$ cat config.mk
export PLATFORM = sky130hd
export DESIGN_NAME = mem_addr_seq_flat
export DESIGN_NICKNAME = d
export VERILOG_FILES = /design/src/rtl/mem_addr_seq_if.sv /design/src/rtl/mem_addr_seq.sv /design/src/flat_wrapper.sv
export SDC_FILE = /design/constraint.sdc
export NUM_CORES = 1
export LEC_CHECK = 0
export CORE_ASPECT_RATIO = 0.5
export CORE_MARGIN = 2
export CORE_UTILIZATION = 35
export DETAILED_ROUTE_END_ITERATION = 6
export PLACE_DENSITY = 0.83
export RECOVER_POWER = 50
export SLEW_MARGIN = 20
export SYNTH_ARGS = -nofsm -noshare
export SYNTH_HDL_FRONTEND = slang
export SYNTH_SLANG_ARGS = --single-unit
export TNS_END_PERCENT = 1
$ cat constraint.sdc
create_clock -name clk -period 2 [get_ports clk]
set_input_delay 0.6 -clock clk [delete_from_list [all_inputs] [get_ports clk]]
set_output_delay 0.6 -clock clk [all_outputs]
set_load 0.1 [all_outputs]
$ cat src/rtl/mem_addr_seq_if.sv
// Request/address bus between an access initiator and the address sequencer.
// Carries source selection, access request and memory-side strobes/status.
interface mem_addr_seq_if #(
   parameter int WIDTH = 32,
   parameter int NSRC  = 6,
   parameter int SELW  = 3
);
   logic [SELW-1:0]       sel;
   logic [NSRC*WIDTH-1:0] src;
   logic [1:0]            size;
   logic                  req;
   logic                  we;
   logic                  clr_exc;
   logic [WIDTH-1:0]      addr;
   logic                  mem_en;
   logic                  mem_we;
   logic                  busy;
   logic                  done;
   logic                  misalign;

   modport master (
      output sel, src, size, req, we, clr_exc,
      input  addr, mem_en, mem_we, busy, done, misalign
   );

   modport slave (
      input  sel, src, size, req, we, clr_exc,
      output addr, mem_en, mem_we, busy, done, misalign
   );
endinterface

$ cat src/rtl/mem_addr_seq.sv
// Address sequencer: selects a source address, checks alignment, drives mem_en for LAT cycles.
// Latency: accept edge -> LAT access cycles -> done in next IDLE cycle; req while busy is dropped.
module mem_addr_seq #(
   parameter int WIDTH = 32,
   parameter int NSRC  = 6,
   parameter int SELW  = 3,
   parameter int LAT   = 2
) (
   input logic           clk,
   input logic           reset_n,
   mem_addr_seq_if.slave bus
);
   localparam int CW = $clog2(LAT + 1);

   typedef enum logic [1:0] {
      S_IDLE   = 2'd0,
      S_ACCESS = 2'd1,
      S_EXC    = 2'd2
   } state_t;

   state_t           r_state, w_state_nxt;
   logic [CW-1:0]    r_cnt, w_cnt_nxt;
   logic [WIDTH-1:0] r_addr, w_addr_nxt;
   logic             r_mem_en, w_mem_en_nxt;
   logic             r_mem_we, w_mem_we_nxt;
   logic             r_done, w_done_nxt;
   logic             r_misalign;
   logic             w_mis_set;
   logic [WIDTH-1:0] w_sel_val;
   logic             w_aligned;

   // Out-of-range selects fall through to an all-zero address.
   always_comb begin
      w_sel_val = '0;
      for (int k = 0; k < NSRC; k++) begin
         if (bus.sel == SELW'(k)) begin
            w_sel_val = bus.src[k*WIDTH +: WIDTH];
         end
      end
   end

   always_comb begin
      w_aligned = 1'b1;
      case (bus.size)
         2'b00:   w_aligned = 1'b1;
         2'b01:   w_aligned = ~w_sel_val[0];
         default: w_aligned = (w_sel_val[1:0] == 2'b00);
      endcase
   end

   always_comb begin
      w_state_nxt  = r_state;
      w_cnt_nxt    = r_cnt;
      w_addr_nxt   = r_addr;
      w_mem_en_nxt = r_mem_en;
      w_mem_we_nxt = r_mem_we;
      w_done_nxt   = 1'b0;
      w_mis_set    = 1'b0;
      case (r_state)
         S_IDLE: begin
            if (bus.req) begin
               w_addr_nxt = w_sel_val;
               if (w_aligned) begin
                  w_state_nxt  = S_ACCESS;
                  w_cnt_nxt    = CW'(LAT - 1);
                  w_mem_en_nxt = 1'b1;
                  w_mem_we_nxt = bus.we;
               end else begin
                  w_state_nxt = S_EXC;
                  w_mis_set   = 1'b1;
               end
            end
         end
         S_ACCESS: begin
            if (r_cnt == '0) begin
               w_state_nxt  = S_IDLE;
               w_mem_en_nxt = 1'b0;
               w_mem_we_nxt = 1'b0;
               w_done_nxt   = 1'b1;
            end else begin
               w_cnt_nxt = r_cnt - CW'(1);
            end
         end
         // Re-asserting the set here lets it win over a clear issued during EXC.
         S_EXC: begin
            w_state_nxt = S_IDLE;
            w_mis_set   = 1'b1;
         end
         default: begin
            w_state_nxt  = S_IDLE;
            w_mem_en_nxt = 1'b0;
            w_mem_we_nxt = 1'b0;
         end
      endcase
   end

   always_ff @(posedge clk or negedge reset_n) begin
      if (!reset_n) begin
         r_state  <= S_IDLE;
         r_cnt    <= '0;
         r_addr   <= '0;
         r_mem_en <= 1'b0;
         r_mem_we <= 1'b0;
         r_done   <= 1'b0;
      end else begin
         r_state  <= w_state_nxt;
         r_cnt    <= w_cnt_nxt;
         r_addr   <= w_addr_nxt;
         r_mem_en <= w_mem_en_nxt;
         r_mem_we <= w_mem_we_nxt;
         r_done   <= w_done_nxt;
      end
   end

   always_ff @(posedge clk or negedge reset_n) begin
      if (!reset_n) begin
         r_misalign <= 1'b0;
      end else if (w_mis_set) begin
         r_misalign <= 1'b1;
      end else if (bus.clr_exc) begin
         r_misalign <= 1'b0;
      end
   end

   assign bus.addr     = r_addr;
   assign bus.mem_en   = r_mem_en;
   assign bus.mem_we   = r_mem_we;
   assign bus.busy     = (r_state != S_IDLE);
   assign bus.done     = r_done;
   assign bus.misalign = r_misalign;
endmodule

$ cat src/flat_wrapper.sv
// flat-port wrapper written by rule: the top's interface ports become plain ports
module mem_addr_seq_flat 
#(
   parameter int WIDTH = 32,
   parameter int NSRC  = 6,
   parameter int SELW  = 3,
   parameter int LAT   = 2
)
  (clk, reset_n, bus_sel, bus_src, bus_size, bus_req, bus_we, bus_clr_exc, bus_addr, bus_mem_en, bus_mem_we, bus_busy, bus_done, bus_misalign);
  mem_addr_seq_if #(.WIDTH(WIDTH), .NSRC(NSRC), .SELW(SELW)) bus_i ();
  input logic clk;
  input logic reset_n;
  input wire logic [$bits(bus_i.sel)-1:0] bus_sel;
  input wire logic [$bits(bus_i.src)-1:0] bus_src;
  input wire logic [$bits(bus_i.size)-1:0] bus_size;
  input wire logic [$bits(bus_i.req)-1:0] bus_req;
  input wire logic [$bits(bus_i.we)-1:0] bus_we;
  input wire logic [$bits(bus_i.clr_exc)-1:0] bus_clr_exc;
  output wire logic [$bits(bus_i.addr)-1:0] bus_addr;
  output wire logic [$bits(bus_i.mem_en)-1:0] bus_mem_en;
  output wire logic [$bits(bus_i.mem_we)-1:0] bus_mem_we;
  output wire logic [$bits(bus_i.busy)-1:0] bus_busy;
  output wire logic [$bits(bus_i.done)-1:0] bus_done;
  output wire logic [$bits(bus_i.misalign)-1:0] bus_misalign;
  assign bus_i.sel = bus_sel;
  assign bus_i.src = bus_src;
  assign bus_i.size = bus_size;
  assign bus_i.req = bus_req;
  assign bus_i.we = bus_we;
  assign bus_i.clr_exc = bus_clr_exc;
  assign bus_addr = bus_i.addr;
  assign bus_mem_en = bus_i.mem_en;
  assign bus_mem_we = bus_i.mem_we;
  assign bus_busy = bus_i.busy;
  assign bus_done = bus_i.done;
  assign bus_misalign = bus_i.misalign;
  mem_addr_seq #(.WIDTH(WIDTH), .NSRC(NSRC), .SELW(SELW), .LAT(LAT)) u_core (.clk(clk), .reset_n(reset_n), .bus(bus_i));
endmodule
==> qor.txt <==
Status -> finished with violations
Failing checks -> design-rule violations
Count leader, synth -> nand2_1
Row count -> 24
Clk_lat worst skew -> 0.29 ns
Detail Route Antenna Nets -> 0
HP Class -> reg -> reg
DRC -> 2
Worst-case clock buffer depth -> 2
Synth Flop Type -> dfrtp_1
Core area -> 8740 µm²
Post-synthesis compound-gate area fraction -> 33.0%
HPWL after DPL -> 10400 µm
Crit share post-route -> 97.3%
Mapped Cells -> 384
Port buffer count -> 238
Post-Synthesis Cell Area -> 3150 µm²
Least-Margin Pin Slew -> 1.00 ns
RD Place Congestion -> 0.899
Placed cells -> 738
CTS tree -> done
Share of cells above drive strength 1 -> 18.8%
Sequential fraction of the synthesis area -> 31.7%
Die area -> 9830 µm²
First-pass GRT wire length -> 20200 µm
Die W -> 138 µm
Synth Area in XOR/XNOR -> 0%
Hold Fails Final Rpt -> 0
Worst Setup End Kind -> flip-flop
Post-synth cell types -> 42
Slew margin rel. -> 33.1%
Length of the first detailed-routing pass in iterations -> 7
Ys Warns -> 0
Initial antenna violation count -> 0
Largest net degree at the start of global routing -> 56
Initial Utilization -> 36.1%
Nets -> 831
Die height -> 71.1 µm
Final cell count without fillers -> 746
H-tree Lvls -> 2
Min Tclk post-route -> 1.95 ns
Average size of a mapped cell -> 8.21 µm²
Total Routing Usage GR -> 25.9%
Global route overflow -> 0
Clock Tree Root -> clkbuf_16
Max Cap Viol -> 0
WS Path Type -> in -> reg
Critical path arrival -> 2.11 ns
Max-slew violation count -> 0
Cell taking the most area after synthesis -> dfrtp_1
Post-CTS Hold Fix Bufs -> 0
Final setup fails -> 0
Top-area cell type share of the netlist area -> 31.7%
Pwr dens -> 1230 nW/µm²
Number of synthesized flops with an enable pin -> 0
Req. time, crit path -> 2.17 ns
DR vias -> 3960
Total power after layout -> 0.00753 W
Peak fanout along the critical path -> 3
Top post-synthesis cells by count -> nand2_1, o21ai_0, dfrtp_1
N_diodes -> 0
Tightest hold margin -> 0.478 ns
First DRT Iteration DRCs -> 234
DR WL/cell -> 17.6 µm
Number of global-route vias before repair -> 4053
Area Overhead vs Synth -> 93.9%
I/O Pins -> 239
FFs w/ async S/R, synth -> 100%
Vias per std cell -> 5.31
Cts bufs inserted -> 5
Synth top area cells -> dfrtp_1, mux2_2, o21ai_0
Synth Area in Adders -> 0.397%
Nature of the critical path startpoint -> input port
Synth Net Count -> 587
Mux cell area share after synthesis -> 15.7%
Seq cells post-synth -> 40
Largest family of logic cells by synthesized area -> compound AO/OA/AOI/OAI gates
Worst-path clk slew -> 0.06 ns
RSZ-0062 raised after global routing -> true
Maximum vdd drop -> 0.000805 V
Fmax -> 514 MHz
Pleak -> 2.60 nW
Simple-gate share of the synthesized area -> 12.6%
Final WL -> 13100 µm
Final Skew -> 0.00863 ns
Clock Sinks -> 40
layer usage:
layer  vias up  part of all wire [%]  GRT usage (%)
met3        31                   5.4           5.35
met5         -                     0              0
li1       1917                     -              -
met2       152                    53           48.5
met1      1860                    38           29.9
met4         0                   2.9           9.07
area by class of cell:
cell class	instances	area, µm²
Clock buffer	8	146
Fill cell	671	2620
Inverter	6	22.5
Multi-Input combinational cell	303	1950
Sequential cell	40	1000
Tap cell	117	146
Timing Repair Buffer	272	2850
logic make-up after synthesis:
| family | Yosys count |
|---|---|
| multiplexers | 46 |
| AO/OA/AOI/OAI | 164 |
| buffers and inverters | 41 |
| adder cells (fa/ha/maj) | 1 |
| flip-flops | 40 |
| AND/OR/NAND/NOR | 92 |
state kept, by name, summed over array words and instances, names as in the netlist:
| register | count |
|---|---|
| u_core.bus.mem_en | 1 |
| u_core.bus.misalign | 1 |
| u_core.bus.mem_we | 1 |
| u_core.bus.done | 1 |
| u_core.r_cnt | 2 |
| u_core.r_state | 2 |
| u_core.bus.addr | 32 |
layout by cell type, fill, tap and decap left out, types with 3 or more instances in the layout:
cell type and instances:
mux2_2 29, dfrtp_1 40, mux2i_1 17, inv_1 6, a21o_1 12, buf_12 29, clkbuf_2 16, nand2_1 53
a222oi_1 11, clkdlybuf4s50_1 197, a22oi_1 19, buf_4 26, nor2_1 22, clkbuf_16 5, buf_2 4, nor3b_1 3
a21oi_1 33, o22ai_1 20, o21ai_0 52
repair_timing:
action	4_1_cts	5_1_grt
gates resized for setup	0	1
buffers inserted	0	0
setup endpoints to repair	0	3
report_power, final:
| group | switching, W | internal [W] |
|---|---|---|
| Combinational | 0.00349 | 0.00172 |
| Clock | 0.000319 | 0.000498 |
| Sequential | 0.000329 | 0.00118 |
stage by stage:
step                      TNS [ns]  setup WS (ns)  util, %  area (µm²)
after floorplan                  0          0.105        -        3150
after global placement       -1.67         -0.231     70.9        6190
after detailed placement     -2.12         -0.244     70.9        6190
after CTS                        0         0.0224     72.6        6340
after global routing      -0.00248       -0.00198     70.0        6120
final                            0         0.0531     70.0        6120
worst max-delay path: stages:
cell and delay, ns:
clkdlybuf4s50_1 0.40, and4b_4 0.21, a311o_1 0.29, o221ai_2 0.18, a21oi_2 0.11, a221o_1 0.33
worst paths after layout:
kind	start	to	slack [ns]	cells after the start
max in group asynchronous	reset_n	u_core.bus.addr[12]	0.82	2
hold / removal	u_core.bus.addr[9]	u_core.bus.addr[9]	0.48	2
min in group asynchronous	reset_n	u_core.bus.addr[0]	0.55	2
setup reg to reg	u_core.r_state[1]	u_core.bus.addr[6]	0.56	5
hold reg to reg	u_core.bus.addr[9]	u_core.bus.addr[9]	0.48	2
setup / recovery	bus_src[161]	u_core.bus.misalign	0.05	6
(Power assumes the default switching activity.)
